===== src/rtl/xsr_pkg.sv =====
// Shared definitions for the xs serial pair (xst transmitter / xsr receiver).
// Holds the receiver state encoding and the bus-side widths.
package xsr_pkg;

    localparam int unsigned FRAME_W = 64;
    localparam int unsigned BAUD_W  = 16;
    localparam int unsigned BITS_W  = 6;

    typedef enum logic [1:0] {
        ST_IDLE   = 2'd0,
        ST_START  = 2'd1,
        ST_DATA   = 2'd2,
        ST_WAITHI = 2'd3
    } xs_state_t;

endpackage


===== src/rtl/xs_brg.sv =====
// Loadable baud down-counter with zero flag; shared by xst and xsr.
// Load wins over decrement, and decrement stops at zero.
module xs_brg
    import xsr_pkg::*;
(
    input  logic              clk_i,
    input  logic              reset_ni,
    input  logic              load_i,
    input  logic [BAUD_W-1:0] val_i,
    input  logic              dec_i,
    output logic [BAUD_W-1:0] cnt_o,
    output logic              zero_o
);

    logic [BAUD_W-1:0] cnt_q;

    always_ff @(posedge clk_i or negedge reset_ni) begin
        if (!reset_ni) begin
            cnt_q <= '0;
        end else if (load_i) begin
            cnt_q <= val_i;
        end else if (dec_i && (cnt_q != '0)) begin
            cnt_q <= cnt_q - BAUD_W'(1);
        end
    end

    assign cnt_o  = cnt_q;
    assign zero_o = (cnt_q == '0);

endmodule


===== src/rtl/xsr.sv =====
// Asynchronous serial receiver: mid-bit sampling of a bits_i-long frame, LSB
// (start bit) first, into a 64-bit holding register with full/ferr/overrun flags.
module xsr
    import xsr_pkg::*;
#(
    parameter int unsigned SYNC_STAGES = 2
) (
    input  logic               clk_i,
    input  logic               reset_ni,
    input  logic               rxd_i,
    input  logic [BITS_W-1:0]  bits_i,
    input  logic [BAUD_W-1:0]  rxbaud_i,
    input  logic               rxreg_re_i,
    output logic [FRAME_W-1:0] dat_o,
    output logic               full_o,
    output logic               ferr_o,
    output logic               overrun_o,
    output logic               idle_o,
    output logic [BAUD_W-1:0]  brg_o
);

    logic [SYNC_STAGES-1:0] sync_q;
    logic                   rxd;

    xs_state_t          state_q, state_d;
    logic [BITS_W-1:0]  len_q;
    logic [BAUD_W-1:0]  baud_q;
    logic [BITS_W-1:0]  cnt_q;
    logic [FRAME_W-1:0] shift_q;
    logic               done_q;
    logic               stop_q;

    logic               brg_load;
    logic [BAUD_W-1:0]  brg_val;
    logic               brg_dec;
    logic               brg_zero;
    logic               start_det;
    logic               sample_en;
    logic               frame_end;

    always_ff @(posedge clk_i or negedge reset_ni) begin
        if (!reset_ni) begin
            sync_q <= '1;
        end else begin
            sync_q <= {sync_q[SYNC_STAGES-2:0], rxd_i};
        end
    end

    assign rxd = sync_q[SYNC_STAGES-1];

    xs_brg u_brg (
        .clk_i    (clk_i),
        .reset_ni (reset_ni),
        .load_i   (brg_load),
        .val_i    (brg_val),
        .dec_i    (brg_dec),
        .cnt_o    (brg_o),
        .zero_o   (brg_zero)
    );

    always_ff @(posedge clk_i or negedge reset_ni) begin
        if (!reset_ni) begin
            state_q <= ST_IDLE;
        end else begin
            state_q <= state_d;
        end
    end

    always_comb begin
        state_d   = state_q;
        brg_load  = 1'b0;
        brg_val   = baud_q;
        brg_dec   = 1'b0;
        start_det = 1'b0;
        sample_en = 1'b0;
        frame_end = 1'b0;
        unique case (state_q)
            ST_IDLE: begin
                if (!rxd) begin
                    start_det = 1'b1;
                    brg_load  = 1'b1;
                    brg_val   = {1'b0, rxbaud_i[BAUD_W-1:1]};
                    state_d   = ST_START;
                end
            end
            ST_START: begin
                if (!brg_zero) begin
                    brg_dec = 1'b1;
                end else if (rxd) begin
                    state_d = ST_IDLE;
                end else begin
                    sample_en = 1'b1;
                    brg_load  = 1'b1;
                    state_d   = ST_DATA;
                end
            end
            ST_DATA: begin
                if (!brg_zero) begin
                    brg_dec = 1'b1;
                end else begin
                    sample_en = 1'b1;
                    brg_load  = 1'b1;
                    if (cnt_q == len_q - BITS_W'(1)) begin
                        frame_end = 1'b1;
                        state_d   = rxd ? ST_IDLE : ST_WAITHI;
                    end
                end
            end
            ST_WAITHI: begin
                if (rxd) begin
                    state_d = ST_IDLE;
                end
            end
            default: state_d = ST_IDLE;
        endcase
    end

    // Shift register is cleared on start detect so bits beyond a short frame read as 0.
    always_ff @(posedge clk_i or negedge reset_ni) begin
        if (!reset_ni) begin
            len_q   <= BITS_W'(2);
            baud_q  <= '0;
            cnt_q   <= '0;
            shift_q <= '0;
            done_q  <= 1'b0;
            stop_q  <= 1'b0;
        end else begin
            done_q <= frame_end;
            if (frame_end) begin
                stop_q <= rxd;
            end
            if (start_det) begin
                len_q   <= (bits_i < BITS_W'(2)) ? BITS_W'(2) : bits_i;
                baud_q  <= rxbaud_i;
                cnt_q   <= '0;
                shift_q <= '0;
            end else if (sample_en) begin
                shift_q[cnt_q] <= rxd;
                cnt_q          <= cnt_q + BITS_W'(1);
            end
        end
    end

    // A read in the completion cycle frees the slot for the new frame.
    always_ff @(posedge clk_i or negedge reset_ni) begin
        if (!reset_ni) begin
            dat_o     <= '0;
            full_o    <= 1'b0;
            ferr_o    <= 1'b0;
            overrun_o <= 1'b0;
        end else if (done_q) begin
            if (!full_o || rxreg_re_i) begin
                dat_o  <= shift_q;
                full_o <= 1'b1;
                ferr_o <= ~stop_q;
                if (rxreg_re_i) begin
                    overrun_o <= 1'b0;
                end
            end else begin
                overrun_o <= 1'b1;
            end
        end else if (rxreg_re_i) begin
            full_o    <= 1'b0;
            overrun_o <= 1'b0;
        end
    end

    assign idle_o = (state_q == ST_IDLE);

endmodule


===== config.mk =====
export PLATFORM = sky130hd
export DESIGN_NAME = xsr
export DESIGN_NICKNAME = d
export VERILOG_FILES = /design/src/rtl/xsr_pkg.sv /design/src/rtl/xs_brg.sv /design/src/rtl/xsr.sv
export SDC_FILE = /design/constraint.sdc
export NUM_CORES = 1
export LEC_CHECK = 0
export BUFFER_PORTS_ARGS = -buffer_cell sky130_fd_sc_hd__clkbuf_2
export CORE_MARGIN = 8
export CORE_UTILIZATION = 62
export CTS_BUF_LIST = sky130_fd_sc_hd__clkbuf_16
export DETAILED_ROUTE_END_ITERATION = 10
export PLACE_DENSITY_LB_ADDON = 0.3
export SLEW_MARGIN = 10
export SYNTH_ARGS = -nofsm -noshare
export SYNTH_HDL_FRONTEND = slang
export SYNTH_HIERARCHICAL = 1
export SYNTH_SLANG_ARGS = --single-unit

===== constraint.sdc =====
create_clock -name clk_i -period 4.3 [get_ports clk_i]
set_input_delay 0.43 -clock clk_i [delete_from_list [all_inputs] [get_ports clk_i]]
set_output_delay 0.43 -clock clk_i [all_outputs]
set_load 0.1 [all_outputs]

==> metrics.txt <==
outcome=finished, final reports clean; number of antenna diodes=0; final worst path period need=3510 ps; Final Util=0.721; CP most frequent cell=inv_1; Async S/R FF share, synth=1.00; drc violations=0; # rows=42; Hold Path Class=input pin to flop; CP top delay family=simple AND/OR/NAND/NOR gates; first-pass GRT wire length=31.2 mm; cts hold-fix bufs=0; Power Density=598 nW/µm²; clk buf depth=2; Slowest-stage cell, CP=nor4b_1; Num CTS Buffers=17; ANT nets after route=0; mux cell area share after synthesis=0.0942; initial core utilization=0.627; simple-gate area share of the yosys netlist=0.175; slew margin rel.=0.358; routed vias/inst=5.89; Ports=110; worst vdd ir=0.000664 V; Post-synth EDFFs=0; Sw Ratio=0.405; Max Cap Viol=0; clk_lat worst skew=430 ps; largest family of logic cells by synthesized area=simple AND/OR/NAND/NOR gates; sw power=around 0.0023 W; Root Buffer Master=clkbuf_16; vias in the first global route=6219; FF+latch count, synth=181; Slew Limit Fails=0; drt total wl=between 15 and 20 mm; Layout fillers=~900; Synth Area in XOR/XNOR=0.0117; GRT overflow=0; final setup skew=roughly 6.7 ps; Crit path required time=approximately 4700 ps; CP peak stage delay=530 ps; Post-CTS Resized=0; layout cells sized above 1=0.263; area share of the largest cell type after synthesis=0.543; WL/cell=approximately 18 µm; largest net degree at the start of global routing=109; clk sinks=181; synthesized area=around 8200 µm²; Worst-path clk slew=70 ps; CTS tree=done; unique cell type count in the Yosys netlist=60; worst path buffer plus inverter count=2; H-tree depth=4; GPL Wtd Cong=0.838; Area Growth Syn to Fin=14.9%; core box area=13100 µm²; Synth Area in Compound Gates=0.125; mean post-synth cell area=10.6 µm²; fin crit share=0.817; Mapped Cells=772; hpwl dp=13.0 mm; initial antenna violation count=0; final hold vios=0; Pre-Repair DR Iteration Count=6; Max Fanout on Critical Path=11; main flop type after synthesis=dfrtp_1; Final setup viols=0; Crit. End Element=flop; Net Count, Synth=806; adder-cell share of the synthesized area=0.0122; synth top area cells=dfrtp_1 (54%), mux2_2 (8.8%), nor2_1 (7.0%); Setup crit start kind=flop; share of power burned in registers=0.373; FMAX=0.285 GHz; gr usage total=0.235; cell-internal power=0.00336 W; static leakage=around 4.9 nW; Worst Tran Pin Value=963 ps; chip width=131 µm; Final nets=896; Port Buffers=109; setup TNS=0 ps; CP cell instances=inv_1 > ha_1 > nor4b_1 > nand4_1 > inv_1 > and2_1 > o2111ai_1 > or3_1 > a21oi_1; clock share of power=0.276; Starting DRT DRC Count=709; Die Y=131 µm; power consumption=0.00564 W; number of setup buffers added after CTS=0; Ys Warns=6; DR vias=~6200; critical path class=flop to flop; Yosys top cell by area=dfrtp_1; die area=between 15000 and 20000 µm²; Comb pwr share=0.352; Crit path arrival time=approximately 3900 ps; register area share after synthesis=0.552; RSZ-0062 raised after global routing=false
==> flip-flops by register name, summed over array words and instances, names as in the netlist, 2 cells and up <==
| name | cells |
|---|---|
| u_brg/cnt_o | 16 |
| dat_o | 64 |
| state_q | 2 |
| cnt_q | 6 |
| shift_q | 64 |
| baud_q | 16 |
| len_q | 6 |
| sync_q | 2 |
==> worst register-to-register path, cell delays in order (launching register included) <==
cell	delay, ps
dfrtp_1	410
inv_1	110
ha_1	210
nor4b_1	530
nand4_1	340
inv_1	230
and2_1	410
o2111ai_1	510
or3_1	510
a21oi_1	180
==> cells by family after synthesis <==
group	after synthesis
and+or+nand+nor	322
xor gates and xnor gates	11
buffers and inverters	57
AOI/OAI and AO/OA	124
DFF	181
adders and majority gates	8
muxes	69
==> power groups by stage <==
stage,Clock [W],Sequential (W),Combinational (W)
6_report,0.00155,0.00210,0.00198
5_1_grt,0.00166,0.00213,0.00216
4_1_cts,0.00158,0.00210,0.00198
3_5_place_dp,0,0.00213,0.00197
3_3_place_gp,0,0.00211,0.00191
2_1_floorplan,0,0.00258,0.00110
==> path summary, 6_finish.rpt <==
check | startpoint | endpoint | slack (ps) | depth (start not counted)
min in group asynchronous | reset_ni | shift_q[52] | 100 | 1
worst min-delay path | rxd_i | sync_q[0] | 80 | 1
worst max-delay path | u_brg/cnt_o[0] | cnt_q[5] | 790 | 9
max in group asynchronous | reset_ni | u_brg/cnt_o[12] | 3110 | 2
worst max register to register | u_brg/cnt_o[0] | cnt_q[5] | 790 | 9
worst min register to register | sync_q[0] | sync_q[1] | 360 | 0
==> cell type report <==
cell class	count	area, µm²	area share
repair buffers	116	604	0.0641
clock inverters	15	164	0.0174
clock buffers	17	425	0.0451
well taps	176	220	0.0234
inverters	12	45.0	0.00478
flip-flops and latches	181	4530	0.481
multi-input cells	534	3440	0.365
==> layer usage <==
| metal | track usage | wire (µm) | vias up |
|---|---|---|---|
| li1 | - | - | 2880 |
| met1 | 0.305 | 8020 | 3047 |
| met2 | 0.383 | 9510 | 232 |
| met3 | 0.0534 | 1220 | 31 |
| met4 | 0.0777 | 296 | 0 |
| met5 | 0 | 0 | - |
==> synth_stat cells, types with 3 or more instances <==
master / count
buf_1: 5
nand4b_1: 3
xnor2_1: 6
o22a_1: 64
o21ai_0: 9
inv_1: 12
o21ai_1: 7
and2_1: 5
clkbuf_1: 26
or3_1: 5
nand2b_1: 3
nand4_1: 5
nor4_1: 4
dfrtp_1: 178
nand2_1: 97
nand3_1: 6
or4_1: 5
o2111ai_2: 6
a21oi_1: 12
nor2_1: 154
mux2i_1: 3
nor2b_1: 11
nor3_1: 7
a31oi_1: 7
buf_2: 12
dfstp_2: 3
ha_1: 8
mux2_2: 64
xor2_1: 5
==> layout by cell type (no fill, tap or decap), types with 6 or more instances in the layout <==
master,instances
a21oi_1,12
clkbuf_2,108
ha_1,7
a31oi_1,7
mux2_2,64
nand2_1,96
nand3_1,6
xnor2_1,6
o21ai_0,9
inv_1,14
o22a_1,64
clkbuf_16,17
nor3_1,7
o2111ai_2,6
nor2_1,154
buf_4,7
dfrtp_1,178
nor2b_1,10
o21ai_1,7
==> stage by stage <==
step / hold WS, ps / cell area, µm² / worst slack (ps) / cells
CTS: 69.3 / 9430 / 877 / 1051
floorplan: 134 / 8210 / 970 / 772
finish: 77.9 / 9430 / 789 / 1051
global route: 68.6 / 9430 / 448 / 1051
global placement: 347 / 8840 / 1100 / 1019
detailed placement: 354 / 8840 / 934 / 1019
(Power assumes the default switching activity.)
